$ cat src/rtl/modmul_barrett_ctrl.sv
// Barrett modular multiplier sequencer: r = a*b mod q using one shared pipelined
// external multiplier for the product, quotient-estimate and quotient*modulus passes.
module modmul_barrett_ctrl #(
  parameter int MUL_SIZE = 56,
  parameter int RADIX    = 54,
  parameter int MUL_LAT  = 2
) (
  input  logic                  i_clk,
  input  logic                  i_rst_n,
  input  logic                  i_in_valid,
  output logic                  o_in_ready,
  input  logic [MUL_SIZE-1:0]   i_in_a,
  input  logic [MUL_SIZE-1:0]   i_in_b,
  input  logic [MUL_SIZE-1:0]   i_cfg_q,
  input  logic [MUL_SIZE-1:0]   i_cfg_mu,
  output logic                  o_mul_en,
  output logic [MUL_SIZE-1:0]   o_mul_a,
  output logic [MUL_SIZE-1:0]   o_mul_b,
  input  logic [2*MUL_SIZE-1:0] i_mul_p,
  output logic                  o_out_valid,
  input  logic                  i_out_ready,
  output logic [MUL_SIZE-1:0]   o_out_r,
  output logic                  o_out_err
);

  localparam int CW = $clog2(MUL_LAT + 1);

  typedef enum logic [2:0] {
    S_IDLE, S_MUL1, S_MUL2, S_MUL3, S_CORR1, S_CORR2, S_DONE
  } state_t;

  state_t              r_state;
  state_t              w_state_nxt;
  logic [CW-1:0]       r_cnt;
  logic [MUL_SIZE-1:0] r_q;
  logic [MUL_SIZE-1:0] r_mu;
  logic [MUL_SIZE-1:0] r_p_lo;
  logic [MUL_SIZE-1:0] r_r;
  logic [MUL_SIZE-1:0] r_mul_a;
  logic [MUL_SIZE-1:0] r_mul_b;
  logic [MUL_SIZE-1:0] r_out_r;
  logic                r_out_err;
  logic                w_in_mul;
  logic                w_cnt_done;
  logic [MUL_SIZE-1:0] w_r_corr;

  assign w_in_mul   = (r_state == S_MUL1) || (r_state == S_MUL2) || (r_state == S_MUL3);
  assign w_cnt_done = w_in_mul && (r_cnt == CW'(MUL_LAT));
  assign w_r_corr   = (r_r >= r_q) ? (r_r - r_q) : r_r;

  always_ff @(posedge i_clk or negedge i_rst_n) begin
    if (!i_rst_n) begin
      r_state <= S_IDLE;
    end else begin
      r_state <= w_state_nxt;
    end
  end

  always_comb begin
    w_state_nxt = r_state;
    o_in_ready  = 1'b0;
    o_mul_en    = 1'b0;
    o_out_valid = 1'b0;
    case (r_state)
      S_IDLE: begin
        o_in_ready = 1'b1;
        if (i_in_valid) w_state_nxt = S_MUL1;
      end
      S_MUL1: begin
        o_mul_en = 1'b1;
        if (w_cnt_done) w_state_nxt = S_MUL2;
      end
      S_MUL2: begin
        o_mul_en = 1'b1;
        if (w_cnt_done) w_state_nxt = S_MUL3;
      end
      S_MUL3: begin
        o_mul_en = 1'b1;
        if (w_cnt_done) w_state_nxt = S_CORR1;
      end
      S_CORR1: w_state_nxt = S_CORR2;
      S_CORR2: w_state_nxt = S_DONE;
      S_DONE: begin
        o_out_valid = 1'b1;
        if (i_out_ready) w_state_nxt = S_IDLE;
      end
      default: w_state_nxt = S_IDLE;
    endcase
  end

  // Next-pass operands come straight from i_mul_p so each pass starts on the sampling edge.
  always_ff @(posedge i_clk or negedge i_rst_n) begin
    if (!i_rst_n) begin
      r_cnt     <= '0;
      r_q       <= '0;
      r_mu      <= '0;
      r_p_lo    <= '0;
      r_r       <= '0;
      r_mul_a   <= '0;
      r_mul_b   <= '0;
      r_out_r   <= '0;
      r_out_err <= 1'b0;
    end else begin
      r_cnt <= (w_in_mul && !w_cnt_done) ? (r_cnt + CW'(1)) : '0;
      case (r_state)
        S_IDLE: begin
          if (i_in_valid) begin
            r_q     <= i_cfg_q;
            r_mu    <= i_cfg_mu;
            r_mul_a <= i_in_a;
            r_mul_b <= i_in_b;
          end
        end
        S_MUL1: begin
          if (w_cnt_done) begin
            r_p_lo  <= i_mul_p[MUL_SIZE-1:0];
            r_mul_a <= MUL_SIZE'(i_mul_p >> (RADIX - 1));
            r_mul_b <= r_mu;
          end
        end
        S_MUL2: begin
          if (w_cnt_done) begin
            r_mul_a <= MUL_SIZE'(i_mul_p >> (RADIX + 1));
            r_mul_b <= r_q;
          end
        end
        S_MUL3: begin
          if (w_cnt_done) begin
            r_r     <= r_p_lo - i_mul_p[MUL_SIZE-1:0];
            r_mul_a <= '0;
            r_mul_b <= '0;
          end
        end
        S_CORR1: r_r <= w_r_corr;
        S_CORR2: begin
          r_r       <= w_r_corr;
          r_out_r   <= w_r_corr;
          r_out_err <= (w_r_corr >= r_q);
        end
        default: ;
      endcase
    end
  end

  assign o_mul_a   = r_mul_a;
  assign o_mul_b   = r_mul_b;
  assign o_out_r   = r_out_r;
  assign o_out_err = r_out_err;

endmodule

$ cat config.mk
export PLATFORM = sky130hd
export DESIGN_NAME = modmul_barrett_ctrl
export DESIGN_NICKNAME = d
export VERILOG_FILES = /design/src/rtl/modmul_barrett_ctrl.sv
export SDC_FILE = /design/constraint.sdc
export NUM_CORES = 1
export LEC_CHECK = 0
export CAP_MARGIN = 20
export CORE_MARGIN = 2
export CORE_UTILIZATION = 48
export CTS_CLUSTER_DIAMETER = 200
export DETAILED_ROUTE_END_ITERATION = 8
export PLACE_DENSITY = 0.86
export SYNTH_ARGS = -nofsm -noshare
export SYNTH_HDL_FRONTEND = slang
export SYNTH_SLANG_ARGS = --single-unit
$ cat constraint.sdc
create_clock -name i_clk -period 4.9 [get_ports i_clk]
set_input_delay 0.735 -clock i_clk [delete_from_list [all_inputs] [get_ports i_clk]]
set_output_delay 0.735 -clock i_clk [all_outputs]
set_load 0.05 [all_outputs]
### After elaboration in Yosys (flattened, before gate mapping)

Cells that the tools add are included.

| storage, ports and cells | value |
|---|---|
| flip-flop bits (word level) | 398 |
| output and inout port bits | 172 |
| word-level logic and storage cells | 64 |

| cells by class | value |
|---|---|
| $add $sub $neg | 3 |
| $lt $le $gt $ge | 2 |
| equality and inequality tests | 12 |
| mux-type cells | 22 |
| reduce and logical (&&, ||, !) cells | 15 |

Operators with widths:

| operator | count |
|---|---|
| $mux W56 | 9 |
| $pmux W56 S4 | 2 |
| $ge A56 B56 Y1 | 2 |
| $pmux W56 S2 | 1 |
| $sub A56 B56 Y56 | 2 |
| $pmux W3 S7 | 1 |
| $mux W3 | 5 |
| $ne A2 B2 Y1 const B | 5 |
| $reduce_and A5 Y1 | 2 |
| $eq A3 B3 Y1 const B | 3 |
| $eq A3 B2 Y1 const B | 2 |
| $reduce_and A2 Y1 | 3 |
| $reduce_bool A4 Y1 | 1 |
| $eq A3 B1 Y1 const B | 1 |
| $logic_not A3 Y1 | 1 |
| $mux W1 | 3 |
| $reduce_or A3 Y1 | 1 |
| $add A2 B1 Y2 const B | 1 |
| $eq A2 B2 Y1 const B | 1 |
| $logic_and A1 B1 Y1 | 2 |
| $logic_or A1 B1 Y1 | 2 |
| $mux W2 | 1 |
| $reduce_bool A2 Y1 | 1 |
| $reduce_or A2 Y1 | 1 |
| $logic_not A1 Y1 | 1 |

### Longest topological paths before layout

Gate-level depths: netlist (run 1).

| depth | value |
|---|---|
| depth in word-level cells | 7 |
| depth in mapped cells | 26 |
| mapped depth without buffers | 24 |

### Least setup slack after synthesis (run 1)

Ideal clock, no wire load.

| timing path | value |
|---|---|
| path type | reg2reg |
| start | register r_r[0] |
| end | register r_out_err, in the netlist o_out_err |
| library setup time | 0.077 ns |
| arrival time | 4.457 ns |
| required time | 4.823 ns |
| path slack | 0.366 ns |
| cell stages (with the launch flop) | 22 |
| path buffers | 0 |
| period minus slack after synthesis | 4.534 ns |
| cell sequence | dfrtp_1 -> inv_1 -> ha_1 -> inv_1 -> fa_1 -> a211oi_2 -> o211ai_1 -> nand3b_1 -> a21oi_1 -> and4_1 -> o2111ai_1 -> a21oi_1 -> or3_1 -> a31o_1 -> ha_1 -> nand4_1 -> or3_1 -> nor4_1 -> nand3_1 -> a2111oi_0 -> o21ai_0 -> a21oi_1 |

| on the way | value |
|---|---|
| word-level cells in the longest chain between the ends | 3 |
| elaborated cells on any way between the ends | 4 |
| those cells by class | add/sub: 1; order compare: 2; mux: 1 |

RTL lines:

| item | line | RTL |
|---|---|---|
| start: declaration | 38 | `logic [MUL_SIZE-1:0] r_r;` |
| start signal: assignment | 129 | `r_r <= r_p_lo - i_mul_p[MUL_SIZE-1:0];` |
| start signal: assignment | 134 | `S_CORR1: r_r <= w_r_corr;` |
| start signal: assignment | 136 | `r_r <= w_r_corr;` |
| $sub A56 B56 Y56 or $ge A56 B56 Y1 (tied branches) | 49 | `assign w_r_corr = (r_r >= r_q) ? (r_r - r_q) : r_r;` |
| $mux W56 * | 49 |  |
| named net w_r_corr[48] | 45 | `logic [MUL_SIZE-1:0] w_r_corr;` |
| $ge A56 B56 Y1 * | 138 | `r_out_err <= (w_r_corr >= r_q);` |
| end signal: assignment | 138 |  |
| end: declaration | 42 | `logic r_out_err;` |

The timed path passes the listed nets; every way through them passes the cells marked *.
A chain may end at the register's enable or synchronous reset.

### Worst setup path in the final report (run 1)

| timing path | value |
|---|---|
| start | register r_q[35] |
| end | register r_out_err, in the netlist o_out_err |

| on the way | value |
|---|---|
| word-level cells in the longest chain between the ends | 3 |
| elaborated cells on any way between the ends | 4 |
| those cells by class | add/sub: 1; order compare: 2; mux: 1 |

RTL lines:

| item | line | RTL |
|---|---|---|
| start: declaration | 35 | `logic [MUL_SIZE-1:0] r_q;` |
| start signal: assignment | 108 | `r_q <= i_cfg_q;` |
| $sub A56 B56 Y56 or $ge A56 B56 Y1 (tied branches) | 49 |  |
| $mux W56 * | 49 |  |
| named net w_r_corr[41] | 45 |  |
| $ge A56 B56 Y1 * | 138 |  |

Marks and branches as above.

==> metrics.md, run 1 <==
| Metric | Value |
|---|---|
| Status | completed |
| Final hold slack | 0.158 ns |
| Final Wtd Congestion | 0.974 |
| Post-synthesis async set-or-reset flop share | 1.00 |
| Crit Path Class | reg2reg |
| CP Launch Type | flop |
| Worst EP required | ~5.4 ns |
| Avg WL per Cell | 22.2 um |
| Ports | 512 |
| H-tree lvl count | 2 |
| Max-slew violation count | 0 |
| Root Driver | clkbuf_16 |
| Most frequent CP cell | a21oi_1 |
| Fmax | 0.206 GHz |
| Cell-by-cell trace of the critical path | inv_1 -> ha_1 -> buf_4 -> a21oi_1 -> o21ai_0 -> a221oi_1 -> o31ai_2 -> a221oi_2 -> o21ai_4 -> buf_12 -> buf_4 -> mux2_4 -> ha_1 -> a21o_1 -> a21o_1 -> a21o_1 -> a21oi_1 -> nor2b_1 -> o21ai_0 -> nand2b_1 -> a21oi_1 -> o21a_1 -> a21oi_1 |
| Syn avg cell area | just under 9 sq um |
| Data arrival, critical path | 5.35 ns |
| # clock sinks | 398 |
| CTS buffer count | 47 |
| Post-synth EDFFs | 0 |
| Pre-CTS setup slack | -0.402 ns |
| Sequential fraction of the synthesis area | 0.369 |
| Top fanout value on the critical path | 18 |
| Die width | 241 um |
| Post-DP HPWL | 76.0 mm |
| Worst hold path class | in2async |
| YS warnings | 0 |
| Crit-path slowest cell | a221oi_2 |
| CP endpoint kind | flop |
| Slew headroom | 0.254 |
| First-pass GRT wire length | approximately 150 mm |
| Final setup violation count | 0 |
| Total number of vias | approximately 26000 |
| First-iteration detailed-routing DRC count | 2097 |
| FP Rows | between 80 and 90 |
| Main synth FF type | dfrtp_1 |
| Global route overflow | 0 |
| Syn nets | 3600 |
| R2R depth | 23 |
| Initial antenna violation count | 19 |
| Fin nets | 4181 |
| Core area | 55300 sq um |
| Area grow syn2layout | 32.8% |
| Max Cap Viol | 0 |
| Share of cells above drive strength 1 | 0.138 |
| Cts-stage hold buffer count | 0 |
| Crit path to | o_out_err |
| Die Y | 241 um |
| Setup Skew | 0.0356 ns |
| Most frequent cells in the layout | 509 x clkdlybuf4s50_1, 395 x dfrtp_1, 316 x a21oi_1, 312 x nor2_1, 262 x nand2_1 |
| WP buf/inv | 4 |
| Crit path from | r_q[35] |
| Detailed Routing Iterations Pass 1 | 6 |
| DRC viols | 0 |
| Post-Syn Area | 27000 sq um |
| Top delay family on crit path | compound AO/OA/AOI/OAI gates |
| Clk_lat worst skew | 0.61 ns |
| Commonest non-fill, non-tap cell in the layout | clkdlybuf4s50_1 |
| Clock-pin slew on the worst setup and hold paths | 0.06 ns |
| Final worst-path cycle share | 0.993 |
| Vias per inst | approximately 5.9 |
| Largest buffer count on any clock path | 3 |
| Worst R2R Start | r_q[35] |
| Gr usage total | 0.332 |
| Total length of routed wires | slightly below 100 mm |
| Pin slew with the least headroom to its limit | 1.12 ns |
| RSZ-0062 raised after global routing | yes |
| PnR worst setup slack | 0.0347 ns |
| Post-DRT Antenna Nets | 0 |
| Slowest stage delay, CP | approximately 0.36 ns |
| Full die area | between 50000 and 60000 sq um |
| Final hold violation count | 0 |
| CTS tree | done |
| Final Non-Filler Cells | 4472 |
| Initial Util | 0.488 |
| PortBufs | 510 |
| Reg2Reg Setup Slack | 0.03 ns |
| Largest net degree at the start of global routing | 168 |
| Synthesized flop and latch total | 398 |
| Vias in the first global route | around 25000 |
| Crit path time final | approximately 4.9 ns |
| Distinct cells, synth | 85 |
| Cells after Synth | between 3000 and 4000 |
| Placed Cells incl. Taps | 4368 |
| Crit Reg-Reg Endpoint | o_out_err |
| Critical Path Stages | 23 |
[kinds of logic (layout without fill, tap and decap cells)]
family          Yosys count  after routing  share of synthesized area
xor+xnor                 96             96                     0.0311
mux                     216            216                     0.0892
buf+inv                 374            992                     0.0542
other cells               0             16                          0
simple gates            886            886                      0.151
flops                   398            398                      0.369
fa+ha+maj               170            170                     0.0793
compound gates          950            950                      0.226
[area by class of cell]
cell class,instances,area (sq um)
inverter,175,657
tap,748,936
antenna,16,40.0
sequential,398,9970
clock buffer,63,1350
clock inverter,23,333
multi-input combinational,2318,15700
timing repair buffer,731,6860
fill,4565,19400
[how the worst min path moves through the flow]
stage / start / to / slack, ns / cells past startpoint
2_1_floorplan: r_cnt[0] / r_cnt[0] / 0.41 / 1
3_3_place_gp: r_cnt[0] / r_cnt[0] / 0.42 / 1
3_5_place_dp: r_cnt[0] / r_cnt[0] / 0.43 / 1
4_1_cts: i_rst_n / r_r[2] / 0.20 / 1
5_1_grt: i_rst_n / r_p_lo[8] / 0.24 / 1
6_report: i_rst_n / r_p_lo[4] / 0.16 / 1
[Yosys cell counts (8+ instances only)]
master,instances,area share
dfrtp_1,398,0.37
a21oi_1,319,0.059
nor2_1,314,0.044
nand2_1,263,0.037
inv_1,175,0.024
ha_1,168,0.078
clkbuf_1,155,0.022
o21ai_0,144,0.027
mux2_2,137,0.057
nor2b_1,134,0.031
a221oi_1,115,0.037
o21ai_1,80,0.015
a21o_1,78,0.022
mux2i_1,63,0.023
xnor2_1,54,0.018
xor2_1,42,0.014
nand4_1,38,0.0088
a22oi_1,36,0.010
nand3_1,27,0.0050
nor3_1,26,0.0048
buf_2,23,0.0043
o21a_1,23,0.0064
o21bai_1,22,0.0061
a31oi_1,16,0.0037
and2_1,16,0.0037
nand2b_1,16,0.0037
buf_1,15,0.0021
mux2_4,15,0.0083
o211ai_1,14,0.0039
o221ai_1,13,0.0042
or3_1,13,0.0030
a221o_1,10,0.0037
and3_1,10,0.0023
o2111ai_1,8,0.0026
[state kept, by name (all words and copies together), names as in the netlist]
| signal | flops |
|---|---|
| o_out_r | 56 |
| r_mu | 56 |
| o_mul_a | 56 |
| r_p_lo | 56 |
| r_cnt | 2 |
| o_out_err | 1 |
| r_r | 56 |
| r_q | 56 |
| o_mul_b | 56 |
| r_state | 3 |
[stage by stage]
step,setup TNS [ns],instance area (sq um),util
final,0,35900,0.648
after global routing,-0.150,35900,0.648
after CTS,0,35800,0.647
after detailed placement,-0.402,34000,0.616
after global placement,-0.332,34000,0.616
after floorplan,0,27000,-
[layer usage]
layer,GRT usage,wire (um)
met1,0.432,41200
met2,0.515,44000
met3,0.0738,8050
met4,0.182,5810
met5,0,53
[timing repair]
action / CTS / global route
buffers inserted: 1 / 1
resized for setup: 6 / 12
pin swaps: 8 / 5
setup endpoints to repair: 1 / 1
Power of run 1 is not shown: default switching activity piles up to over one toggle a cycle in this logic, so the estimate is an artifact.
==> run 2, diff against run 1 <==
==> constraint.sdc (replaced) <==
create_clock -name i_clk -period 3.91 [get_ports i_clk]
set_input_delay 0.5865 -clock i_clk [delete_from_list [all_inputs] [get_ports i_clk]]
set_output_delay 0.5865 -clock i_clk [all_outputs]
set_load 0.05 [all_outputs]
==> run 2 against run 1 <==
  * Global-route usage up 1.4 points
  * Register-to-register slack worse by 0.98 ns
  * The flow now finishes with violations (negative setup slack)
  * Utilization up 3.7 points
  * Fmax is 0.30% higher
  * Cell area increased by 5.8%
  * Count of clock-buffer cells in the layout shrank 4
  * Largest cell class unchanged
  * Sequential share of layout area is 1.5 points lower
  * First-iteration DRC count grew 3.9%
  * Wire length grew 4.5%
  * Die area unchanged
  * Hold slack worse by 0.12 ns
  * Non-clock buffer count rose by 251
==> metrics.md, run 2 (synthesized netlist as in run 1, its figures left out) <==
| Metric | Value |
|---|---|
| DRC viols | 0 |
| Vias in the first global route | 26696 |
| Met2 Routed Length | 46.1 mm |
| Worst EP required | ~4.4 ns |
| First-pass GRT wire length | 155 mm |
| Data arrival, critical path | 5.38 ns |
| CP Launch Type | flop |
| CTS tree | done |
| Max Cap Viol | 0 |
| Final worst-path cycle share | 1.24 |
| Final hold violation count | 0 |
| PortBufs | 510 |
| Routed met1 length | 42.0 mm |
| Initial Util | 0.488 |
| Most frequent cells in the layout | 508 x clkdlybuf4s50_1, 456 x buf_4, 395 x dfrtp_1, 313 x nor2_1, 306 x a21oi_1 |
| FP Rows | 86 |
| Avg WL per Cell | 22.0 um |
| Top delay family on crit path | compound AO/OA/AOI/OAI gates |
| Core area | between 50000 and 60000 sq um |
| Setup TNS Final | -0.941 ns |
| Root Driver | clkbuf_16 |
| Slew headroom | 0.429 |
| Max-slew violation count | 0 |
| Worst hold path class | in2async |
| Cell-by-cell trace of the critical path | inv_1 -> ha_2 -> inv_2 -> fa_2 -> a211oi_2 -> o211ai_1 -> nand3b_1 -> a21oi_2 -> and4_4 -> o2111ai_4 -> a21oi_2 -> or3_4 -> a31oi_4 -> inv_2 -> ha_4 -> nand2_1 -> or3_4 -> nor4_4 -> nand3_2 -> a2111oi_2 -> o21ai_1 -> a21oi_2 |
| Crit path from | r_r[0] |
| RSZ-0062 raised after global routing | yes |
| Pin slew with the least headroom to its limit | between 0.8 and 0.9 ns |
| Die width | 241 um |
| Fmax | around 0.2 GHz |
| Initial antenna violation count | 21 |
| CTS buffer count | 46 |
| Final hold slack | 0.0395 ns |
| Fin nets | 4431 |
| Metal3 WL | 9.48 mm |
| Violated checks | negative setup slack |
| Total length of routed wires | just over 100 mm |
| PnR worst setup slack | -0.941 ns |
| DR top layer | met5 |
| Commonest non-fill, non-tap cell in the layout | clkdlybuf4s50_1 |
| Area grow syn2layout | 40.5% |
| Post-DP HPWL | 79.7 mm |
| Gr usage total | 0.346 |
| Status | finished with violations |
| WP buf/inv | 3 |
| Largest net degree at the start of global routing | 143 |
| Crit Path Class | reg2reg |
| Setup Skew | 0.0325 ns |
| Most frequent CP cell | a21oi_2 |
| Die Y | approximately 240 um |
| Vias per inst | about 5.8 |
| CP endpoint kind | flop |
| H-tree lvl count | 2 |
| # clock sinks | 398 |
| Share of cells above drive strength 1 | 0.198 |
| Detailed Routing Iterations Pass 1 | 6 |
| Full die area | around 58000 sq um |
| Post-DRT Antenna Nets | 0 |
| Clk_lat worst skew | 0.60 ns |
| Crit path time final | between 4 and 5 ns |
| Global route overflow | 0 |
| First-iteration detailed-routing DRC count | 2179 |
| Clock-pin slew on the worst setup and hold paths | 0.06 ns |
| Ports | 512 |
| Crit-path slowest cell | or3_4 |
| Largest buffer count on any clock path | 3 |
| Final setup violation count | 1 |
| Total number of vias | between 20000 and 30000 |
| Worst R2R Start | r_r[0] |
| Slowest stage delay, CP | 0.41 ns |
| Top fanout value on the critical path | 3 |
| Final Wtd Congestion | slightly below 1 |
## run 2: path summary, 6_finish.rpt
check,endpoint,slack (ns),cells past startpoint
max,o_out_err,-0.94,22
min,o_out_r[5],0.04,1
max reg2reg,o_out_err,-0.94,22
min reg2reg,r_cnt[0],0.44,1
max in group asynchronous,r_q[44],2.96,2
min in group i_clk,r_cnt[0],0.44,1
## run 2: worst reg2reg max path, cell delays in order, from the launching register on
cell       delay, ns
dfrtp_1         0.37
inv_1           0.07
ha_2            0.18
inv_2           0.04
fa_2            0.40
a211oi_2        0.27
o211ai_1        0.23
nand3b_1        0.19
a21oi_2         0.10
and4_4          0.18
o2111ai_4       0.27
a21oi_2         0.10
or3_4           0.36
a31oi_4         0.17
inv_2           0.07
ha_4            0.27
nand2_1         0.04
or3_4           0.41
nor4_4          0.33
nand3_2         0.16
a2111oi_2       0.32
o21ai_1         0.15
a21oi_2         0.14
## run 2: final cells by class
class / instances / area (sq um)
well taps: 748 / 936
inverters: 175 / 657
flip-flops and latches: 398 / 9970
clock inverters: 23 / 307
multi-input cells: 2318 / 15900
clock buffers: 59 / 1300
repair buffers: 982 / 8850
fillers: 4366 / 17400
diodes: 16 / 40.0
## run 2: metrics by stage
stage               cells  area [sq um]   util  setup WS [ns]
finish               4719         37900  0.686         -0.941
global route         4714         37900  0.686          -1.13
CTS                  4696         37700  0.681         -0.826
detailed placement   4614         36100  0.652         -0.837
global placement     4614         36100  0.652         -0.698
floorplan            3090         27100      -         -0.267
## run 2: metal layers
metal	up-vias	track usage
met4	14	0.193
li1	12759	-
met2	1190	0.536
met1	13183	0.444
met3	322	0.0841
met5	-	0
## run 2: what timing repair did
| item | in CTS | in global routing |
|---|---|---|
| gates cloned | 0 | 0 |
| hold endpoints to repair | 0 | 0 |
| pin swaps | 0 | 27 |
| buffers inserted | 0 | 7 |
| hold buffers | 0 | 0 |
| setup endpoints to repair | 1 | 1 |
| resized for setup | 2 | 36 |
Power of run 2 is left out for the same reason.
